[src/rtl/lsu_mem_if.sv]
// Core-side request/response channels and the physical-memory port of the
// LSU, bundled as one interface. The master modport is the LSU itself; the
// slave modport is the environment (core execute stage plus memory).
//
// Handshake rules for both req and resp channels: a transfer happens on a
// rising clk edge where valid and ready are both high; once valid is raised
// the sender holds it and its payload stable until that transfer, and ready
// may be raised or dropped freely while valid is low.
interface lsu_mem_if #(
    parameter int TAG_W = 5
) ();
    logic             req_valid;
    logic             req_ready;
    logic             req_wen;
    logic [63:0]      req_addr;
    logic [63:0]      req_wdata;
    logic [1:0]       req_size;
    logic             req_unsigned;
    logic [TAG_W-1:0] req_tag;

    logic             resp_valid;
    logic             resp_ready;
    logic [63:0]      resp_rdata;
    logic [TAG_W-1:0] resp_tag;
    logic             resp_err;

    logic [63:0]      mem_raddr;
    logic             mem_read;
    logic [63:0]      mem_waddr;
    logic [63:0]      mem_wdata;
    logic [7:0]       mem_wmask;
    logic             mem_write;
    logic [63:0]      mem_rdata;

    modport master (
        input  req_valid, req_wen, req_addr, req_wdata, req_size, req_unsigned, req_tag,
        output req_ready,
        output resp_valid, resp_rdata, resp_tag, resp_err,
        input  resp_ready,
        output mem_raddr, mem_read, mem_waddr, mem_wdata, mem_wmask, mem_write,
        input  mem_rdata
    );

    modport slave (
        output req_valid, req_wen, req_addr, req_wdata, req_size, req_unsigned, req_tag,
        input  req_ready,
        input  resp_valid, resp_rdata, resp_tag, resp_err,
        output resp_ready,
        input  mem_raddr, mem_read, mem_waddr, mem_wdata, mem_wmask, mem_write,
        output mem_rdata
    );
endinterface

[src/rtl/lsu_mem_initiator.sv]
// Load/store initiator: takes one load or store from the core, turns it into
// an 8-byte-aligned memory read or write, and returns the lane-extracted,
// sign/zero-extended result on the response channel. Misaligned requests
// complete with resp_err and never touch memory.
//
// Optional build macro LSU_TRACE_EN: adds a free-running cycle counter and
// prints one line per completed transaction.
module lsu_mem_initiator #(
    parameter int RD_LATENCY = 1,
    parameter int TAG_W      = 5
) (
    input  logic       clk,
    input  logic       rst,
    lsu_mem_if.master  bus,
    output logic [1:0] dbg_state
);

    typedef enum logic [1:0] {
        S_IDLE = 2'd0,
        S_RD   = 2'd1,
        S_WR   = 2'd2,
        S_RESP = 2'd3
    } state_t;

    state_t           state_q;
    state_t           state_d;

    logic [63:0]      addr_q;
    logic [63:0]      wdata_q;
    logic [1:0]       size_q;
    logic             uns_q;
    logic             wen_q;
    logic [TAG_W-1:0] tag_q;
    logic             err_q;
    logic [3:0]       cnt_q;
    logic [63:0]      result_q;

    logic             misaligned;
    logic             accept;
    logic [7:0]       lane_mask;
    logic [63:0]      load_data;

    assign dbg_state = state_q;
    assign accept    = (state_q == S_IDLE) && bus.req_valid;

    // Shift the addressed lane down to bit 0, truncate to the access size and
    // extend; a dword has no bits to extend so the unsigned flag is moot.
    function automatic logic [63:0] extract(input logic [63:0] raw,
                                            input logic [2:0]  off,
                                            input logic [1:0]  size,
                                            input logic        uns);
        logic [63:0] shifted;
        logic [63:0] res;
        shifted = raw >> {off, 3'b000};
        case (size)
            2'd0:    res = {{56{~uns & shifted[7]}},  shifted[7:0]};
            2'd1:    res = {{48{~uns & shifted[15]}}, shifted[15:0]};
            2'd2:    res = {{32{~uns & shifted[31]}}, shifted[31:0]};
            default: res = shifted;
        endcase
        return res;
    endfunction

    // Alignment test on the incoming request: addr mod 2^size must be zero.
    always_comb begin
        misaligned = 1'b0;
        case (bus.req_size)
            2'd0:    misaligned = 1'b0;
            2'd1:    misaligned = bus.req_addr[0];
            2'd2:    misaligned = |bus.req_addr[1:0];
            default: misaligned = |bus.req_addr[2:0];
        endcase
    end

    // Byte-enable pattern for the latched access, placed at its lane offset.
    always_comb begin
        lane_mask = 8'h00;
        case (size_q)
            2'd0:    lane_mask = 8'h01 << addr_q[2:0];
            2'd1:    lane_mask = 8'h03 << addr_q[2:0];
            2'd2:    lane_mask = 8'h0F << addr_q[2:0];
            default: lane_mask = 8'hFF << addr_q[2:0];
        endcase
    end

    assign load_data = extract(bus.mem_rdata, addr_q[2:0], size_q, uns_q);

    // State register; reset aborts any transaction in flight.
    always_ff @(posedge clk or posedge rst) begin
        if (rst) begin
            state_q <= S_IDLE;
        end else begin
            state_q <= state_d;
        end
    end

    // Next state and all bus outputs; everything idles at zero by default.
    always_comb begin
        state_d        = state_q;
        bus.req_ready  = 1'b0;
        bus.resp_valid = 1'b0;
        bus.resp_rdata = 64'd0;
        bus.resp_tag   = '0;
        bus.resp_err   = 1'b0;
        bus.mem_raddr  = 64'd0;
        bus.mem_read   = 1'b0;
        bus.mem_waddr  = 64'd0;
        bus.mem_wdata  = 64'd0;
        bus.mem_wmask  = 8'h00;
        bus.mem_write  = 1'b0;
        case (state_q)
            S_IDLE: begin
                bus.req_ready = 1'b1;
                if (bus.req_valid) begin
                    if (misaligned) begin
                        state_d = S_RESP;
                    end else if (bus.req_wen) begin
                        state_d = S_WR;
                    end else begin
                        state_d = S_RD;
                    end
                end
            end
            S_RD: begin
                bus.mem_read  = 1'b1;
                bus.mem_raddr = {addr_q[63:3], 3'b000};
                if (cnt_q == 4'd0) begin
                    state_d = S_RESP;
                end
            end
            S_WR: begin
                bus.mem_write = 1'b1;
                bus.mem_waddr = {addr_q[63:3], 3'b000};
                bus.mem_wdata = wdata_q << {addr_q[2:0], 3'b000};
                bus.mem_wmask = lane_mask;
                state_d       = S_RESP;
            end
            default: begin
                bus.resp_valid = 1'b1;
                bus.resp_rdata = result_q;
                bus.resp_tag   = tag_q;
                bus.resp_err   = err_q;
                if (bus.resp_ready) begin
                    state_d = S_IDLE;
                end
            end
        endcase
    end

    // Request latch, read-latency counter and result capture.
    always_ff @(posedge clk or posedge rst) begin
        if (rst) begin
            addr_q   <= 64'd0;
            wdata_q  <= 64'd0;
            size_q   <= 2'd0;
            uns_q    <= 1'b0;
            wen_q    <= 1'b0;
            tag_q    <= '0;
            err_q    <= 1'b0;
            cnt_q    <= 4'd0;
            result_q <= 64'd0;
        end else if (accept) begin
            addr_q   <= bus.req_addr;
            wdata_q  <= bus.req_wdata;
            size_q   <= bus.req_size;
            uns_q    <= bus.req_unsigned;
            wen_q    <= bus.req_wen;
            tag_q    <= bus.req_tag;
            err_q    <= misaligned;
            cnt_q    <= 4'(RD_LATENCY - 1);
            result_q <= 64'd0;
        end else if (state_q == S_RD) begin
            if (cnt_q == 4'd0) begin
                result_q <= load_data;
            end else begin
                cnt_q <= cnt_q - 4'd1;
            end
        end
    end

`ifdef LSU_TRACE_EN
    logic [63:0] cycle_q;
    logic [7:0]  kind;
    logic [63:0] trace_data;
    logic [7:0]  trace_mask;

    assign kind       = err_q ? "E" : (wen_q ? "S" : "L");
    assign trace_data = wen_q ? wdata_q : result_q;
    assign trace_mask = (wen_q && !err_q) ? lane_mask : 8'h00;

    // Free-running cycle count used to timestamp trace lines.
    always_ff @(posedge clk or posedge rst) begin
        if (rst) begin
            cycle_q <= 64'd0;
        end else begin
            cycle_q <= cycle_q + 64'd1;
        end
    end

    // One line per transaction, printed on its response handshake.
    always_ff @(posedge clk) begin
        if (!rst && state_q == S_RESP && bus.resp_ready) begin
            $display("lsu cyc=%0d %c addr=%h size=%0d data=%h wmask=%h",
                     cycle_q, kind, addr_q, size_q, trace_data, trace_mask);
        end
    end
`endif

endmodule

[src/flat_wrapper.sv]
// flat-port wrapper written by rule: the top's interface ports become plain ports
module lsu_mem_initiator_flat 
#(
    parameter int RD_LATENCY = 1,
    parameter int TAG_W      = 5
)
  (clk, rst, dbg_state, bus_req_valid, bus_req_wen, bus_req_addr, bus_req_wdata, bus_req_size, bus_req_unsigned, bus_req_tag, bus_req_ready, bus_resp_valid, bus_resp_rdata, bus_resp_tag, bus_resp_err, bus_resp_ready, bus_mem_raddr, bus_mem_read, bus_mem_waddr, bus_mem_wdata, bus_mem_wmask, bus_mem_write, bus_mem_rdata);
  lsu_mem_if #(.TAG_W(TAG_W)) bus_i ();
  input  logic clk;
  input  logic rst;
  output logic [1:0] dbg_state;
  input wire logic [$bits(bus_i.req_valid)-1:0] bus_req_valid;
  input wire logic [$bits(bus_i.req_wen)-1:0] bus_req_wen;
  input wire logic [$bits(bus_i.req_addr)-1:0] bus_req_addr;
  input wire logic [$bits(bus_i.req_wdata)-1:0] bus_req_wdata;
  input wire logic [$bits(bus_i.req_size)-1:0] bus_req_size;
  input wire logic [$bits(bus_i.req_unsigned)-1:0] bus_req_unsigned;
  input wire logic [$bits(bus_i.req_tag)-1:0] bus_req_tag;
  output wire logic [$bits(bus_i.req_ready)-1:0] bus_req_ready;
  output wire logic [$bits(bus_i.resp_valid)-1:0] bus_resp_valid;
  output wire logic [$bits(bus_i.resp_rdata)-1:0] bus_resp_rdata;
  output wire logic [$bits(bus_i.resp_tag)-1:0] bus_resp_tag;
  output wire logic [$bits(bus_i.resp_err)-1:0] bus_resp_err;
  input wire logic [$bits(bus_i.resp_ready)-1:0] bus_resp_ready;
  output wire logic [$bits(bus_i.mem_raddr)-1:0] bus_mem_raddr;
  output wire logic [$bits(bus_i.mem_read)-1:0] bus_mem_read;
  output wire logic [$bits(bus_i.mem_waddr)-1:0] bus_mem_waddr;
  output wire logic [$bits(bus_i.mem_wdata)-1:0] bus_mem_wdata;
  output wire logic [$bits(bus_i.mem_wmask)-1:0] bus_mem_wmask;
  output wire logic [$bits(bus_i.mem_write)-1:0] bus_mem_write;
  input wire logic [$bits(bus_i.mem_rdata)-1:0] bus_mem_rdata;
  assign bus_i.req_valid = bus_req_valid;
  assign bus_i.req_wen = bus_req_wen;
  assign bus_i.req_addr = bus_req_addr;
  assign bus_i.req_wdata = bus_req_wdata;
  assign bus_i.req_size = bus_req_size;
  assign bus_i.req_unsigned = bus_req_unsigned;
  assign bus_i.req_tag = bus_req_tag;
  assign bus_req_ready = bus_i.req_ready;
  assign bus_resp_valid = bus_i.resp_valid;
  assign bus_resp_rdata = bus_i.resp_rdata;
  assign bus_resp_tag = bus_i.resp_tag;
  assign bus_resp_err = bus_i.resp_err;
  assign bus_i.resp_ready = bus_resp_ready;
  assign bus_mem_raddr = bus_i.mem_raddr;
  assign bus_mem_read = bus_i.mem_read;
  assign bus_mem_waddr = bus_i.mem_waddr;
  assign bus_mem_wdata = bus_i.mem_wdata;
  assign bus_mem_wmask = bus_i.mem_wmask;
  assign bus_mem_write = bus_i.mem_write;
  assign bus_i.mem_rdata = bus_mem_rdata;
  lsu_mem_initiator #(.RD_LATENCY(RD_LATENCY), .TAG_W(TAG_W)) u_core (.clk(clk), .rst(rst), .bus(bus_i), .dbg_state(dbg_state));
endmodule
[config.mk]
export PLATFORM = sky130hd
export DESIGN_NAME = lsu_mem_initiator_flat
export DESIGN_NICKNAME = d
export VERILOG_FILES = /design/src/rtl/lsu_mem_if.sv /design/src/rtl/lsu_mem_initiator.sv /design/src/flat_wrapper.sv
export SDC_FILE = /design/constraint.sdc
export NUM_CORES = 1
export LEC_CHECK = 0
export BUFFER_PORTS_ARGS = -buffer_cell sky130_fd_sc_hd__buf_2
export CELL_PAD_IN_SITES_DETAIL_PLACEMENT = 0
export CELL_PAD_IN_SITES_GLOBAL_PLACEMENT = 1
export CORE_ASPECT_RATIO = 0.6
export CORE_MARGIN = 4
export CORE_UTILIZATION = 37
export CTS_BUF_LIST = sky130_fd_sc_hd__clkbuf_8
export CTS_CLUSTER_DIAMETER = 150
export DETAILED_ROUTE_END_ITERATION = 8
export PLACE_DENSITY_LB_ADDON = 0.1
export REMOVE_ABC_BUFFERS = 1
export SLEW_MARGIN = 5
export SYNTH_ARGS = -nofsm -noshare
export SYNTH_HDL_FRONTEND = slang
export SYNTH_SLANG_ARGS = --single-unit
[constraint.sdc]
create_clock -name clk -period 7.65 [get_ports clk]
set_input_delay 0.765 -clock clk [delete_from_list [all_inputs] [get_ports clk]]
set_output_delay 0.765 -clock clk [all_outputs]
set_load 0.02 [all_outputs]
==> results.cfg <==
[logic_synthesis]
synth_area_um2 = 13000
async_flop_share_pct = 100
ys_top_cells_by_count = 519 x nand2_1, 207 x dfrtp_1, 203 x and2_1
yosysMostFrequentCell = nand2_1
synth_top_area_share_pct = 39.7
ys_top_cells_by_area = dfrtp_1 40%, nand2_1 15%, and2_1 9.7%
syn_avg_cell_area_um2 = 8.21
synthAdderAreaFrac_pct = 0.480
yosys-mux-area-fraction_pct = 13.0
syn_inst = 1589
synth_largest_area_cell = dfrtp_1
synth-simple-area-share_pct = 29.1
ys_seq_area_share_pct = 39.7
synth_ff_type = dfrtp_1
synth-edff-count = 0
synth_top_family_by_area = simple AND/OR/NAND/NOR gates
synth_compound_area_share_pct = 12.6
synth_seq_cells = 207
synth_xor_area_share_pct = 0.201
yosysWarnings = 0
synth.distinct_cells = 50

[cts]
clkLatencyLatePin_ns = 0.55
postCtsHoldBufs = 0
numCtsBuffers = 35
cts_tree = yes
cts_resized = 0
cts_buffer_depth = 3
clock-sinks = 207
cts_root_buf = clkbuf_8
clk_pin_slew_ns = 0.06
post-cts-setup-buffers = 0
h-tree-depth = 2

[pwr]
leakage_nw = 8.76
ir_worst_vdd_mv = 0.375
p_per_area_nw_per_um2 = 428

[finish]
drive_gt1_share_pct = 31.7
area.growth.synth_to_final_pct = 24.7
fill_cells = 3581
stdcell_count = 2476
seqCellArea_um2 = 5190
num-nets-final = 2203
multi_input_area_um2 = 7270

[drt]
drtPass1Iterations = 5
drc = 0
avgViaCountPerCell = 5.11
post_drt_wl_per_cell_um = 20.2
num_vias = 12600
routed_wl_um = 50000
ant_nets = 0
drt-initial-drc-count = 852

[timing]
max_freq_ghz = 0.224
hold_violations = 0
layout_setup_ws_ns = 3.18
rsz0062_at_grt = no
tightest_slew_ns = 1.07
setup_viol = 0
maxSlewHeadroom_pct = 28.4
post-route-period-util_pct = 58.4
clock_skew_ns = 0.0191
hold_ws_ns = 0.277
finalMaxSlewViolations = 0
post-route-min-period_ns = 4.47
fin_setup_tns_ns = 0

[grt]
grt_pass1_vias = 12500
antenna_found_initial = 9
grt-ovfl-total = 0
track_usage_pct = 25.0
grt_max_degree = 90
grt_pass1_wl_um = 76200

[setup_path]
path_max_fanout = 65
rrSetupSlack_ns = 3.97
end_kind = output port
cp.arrival_ns = 3.70
worstPathRequired_ns = 6.88
cp-start-kind = flip-flop
rr_endpoint = u_core.result_q[59]$_DFFE_PP0P_
worstReg2RegStart = u_core.addr_q[1]$_DFFE_PP0P_
critPathKind = flip-flop to output port
reg2reg_depth = 7

[die]
design.die.area_um2 = 38400
row_count = 52
num_io_pins = 481
start_util_pct = 38.1
core_um2 = 34200
fp.dieW_um = 250
die_y_um = 153

[placed_design]
finalWeightedCongestion = 0.888
hpwl_um = 35900
place_inst = 2415
io_buffers = 474
post-place-ws_ns = 3.74

[worst_hold_path]
hold_path_class = input port to asynchronous set/reset pin

[run_status]
status = complete, no violations

[run]
drv_cap = 0
-- cell type report --
cell class | count | area share, %
antenna | 6 | 0.0923
clock inverter | 12 | 0.285
clock buffer | 43 | 3.64
sequential | 207 | 31.9
inverter | 10 | 0.277
multi-input combinational | 1243 | 44.7
timing repair buffer | 496 | 15.6
tap | 459 | 3.53
-- per-layer routing --
layer	global-route usage (%)	vias up	wire, um
met5	0	-	68
met4	6.62	10	1060
met3	6.00	75	3440
met2	38.7	431	22700
met1	35.3	6076	22800
li1	-	6048	-
-- worst max-delay path: stages (launching register included) --
cell	delay, ns
dfrtp_1	0.42
inv_1	0.10
ha_2	0.16
buf_4	0.42
inv_1	0.40
buf_4	0.34
nor4_2	0.62
buf_4	0.29
nand2_1	0.06
o21ai_0	0.08
buf_2	0.20
-- registers in the layout (all words and copies together) (netlist names) --
| register | count |
|---|---|
| u_core.uns_q | 1 |
| u_core.dbg_state | 2 |
| u_core.err_q | 1 |
| u_core.result_q | 64 |
| u_core.cnt_q | 4 |
| u_core.wdata_q | 64 |
| u_core.tag_q | 5 |
| u_core.addr_q | 64 |
| u_core.size_q | 2 |
-- power by group --
group          switching, W  internal, W
sequential         0.000479      0.00156
combinational       0.00253      0.00142
clock              0.000462     0.000500
total               0.00347      0.00349
-- stage by stage --
stage               utilization (%)  area [um^2]  total power, W
finish                         47.5        16300         0.00696
global route                   47.5        16300         0.00750
CTS                            47.5        16300         0.00700
detailed placement             45.6        15600         0.00600
global placement               45.6        15600         0.00598
floorplan                         -        12500         0.00471
-- placed cells by master, fill, tap and decap left out, drive strengths merged, types with 5 or more instances in the layout --
cell type	netlist	routed
a211o	8	8
a21oi	29	29
a221o	7	7
a2bb2oi	16	16
a32oi	15	15
and2	203	203
buf	48	496
clkbuf	86	43
conb	1	6
dfrtp	207	207
diode	0	6
ha	5	5
inv	10	21
mux2	35	35
mux2i	96	96
mux4	15	15
nand2	519	519
nor2	67	67
nor2b	28	28
nor3	5	5
o21ai	131	131
o22a	8	8
o22ai	16	16
o31ai	11	11
-- cell families after synthesis --
logic type | after synthesis
compound gates | 247
xor+xnor | 3
fa+ha+maj | 5
buf+inv | 144
flops | 207
mux | 146
other cells | 1
simple gates | 836
-- worst max path at each step --
| stage | from | to |
|---|---|---|
| after floorplan | rst | u_core.addr_q[0]$_DFFE_PP0P_ |
| after global placement | u_core.dbg_state[0]$_DFFE_PP0P_ | bus_mem_wdata[39] |
| after detailed placement | u_core.dbg_state[0]$_DFFE_PP0P_ | bus_mem_wdata[39] |
| after CTS | u_core.dbg_state[0]$_DFFE_PP0P_ | bus_mem_wdata[39] |
| after global routing | u_core.dbg_state[0]$_DFFE_PP0P_ | bus_mem_wdata[39] |
| final | u_core.dbg_state[0]$_DFFE_PP0P_ | bus_mem_wdata[39] |
(Power assumes the default switching activity.)
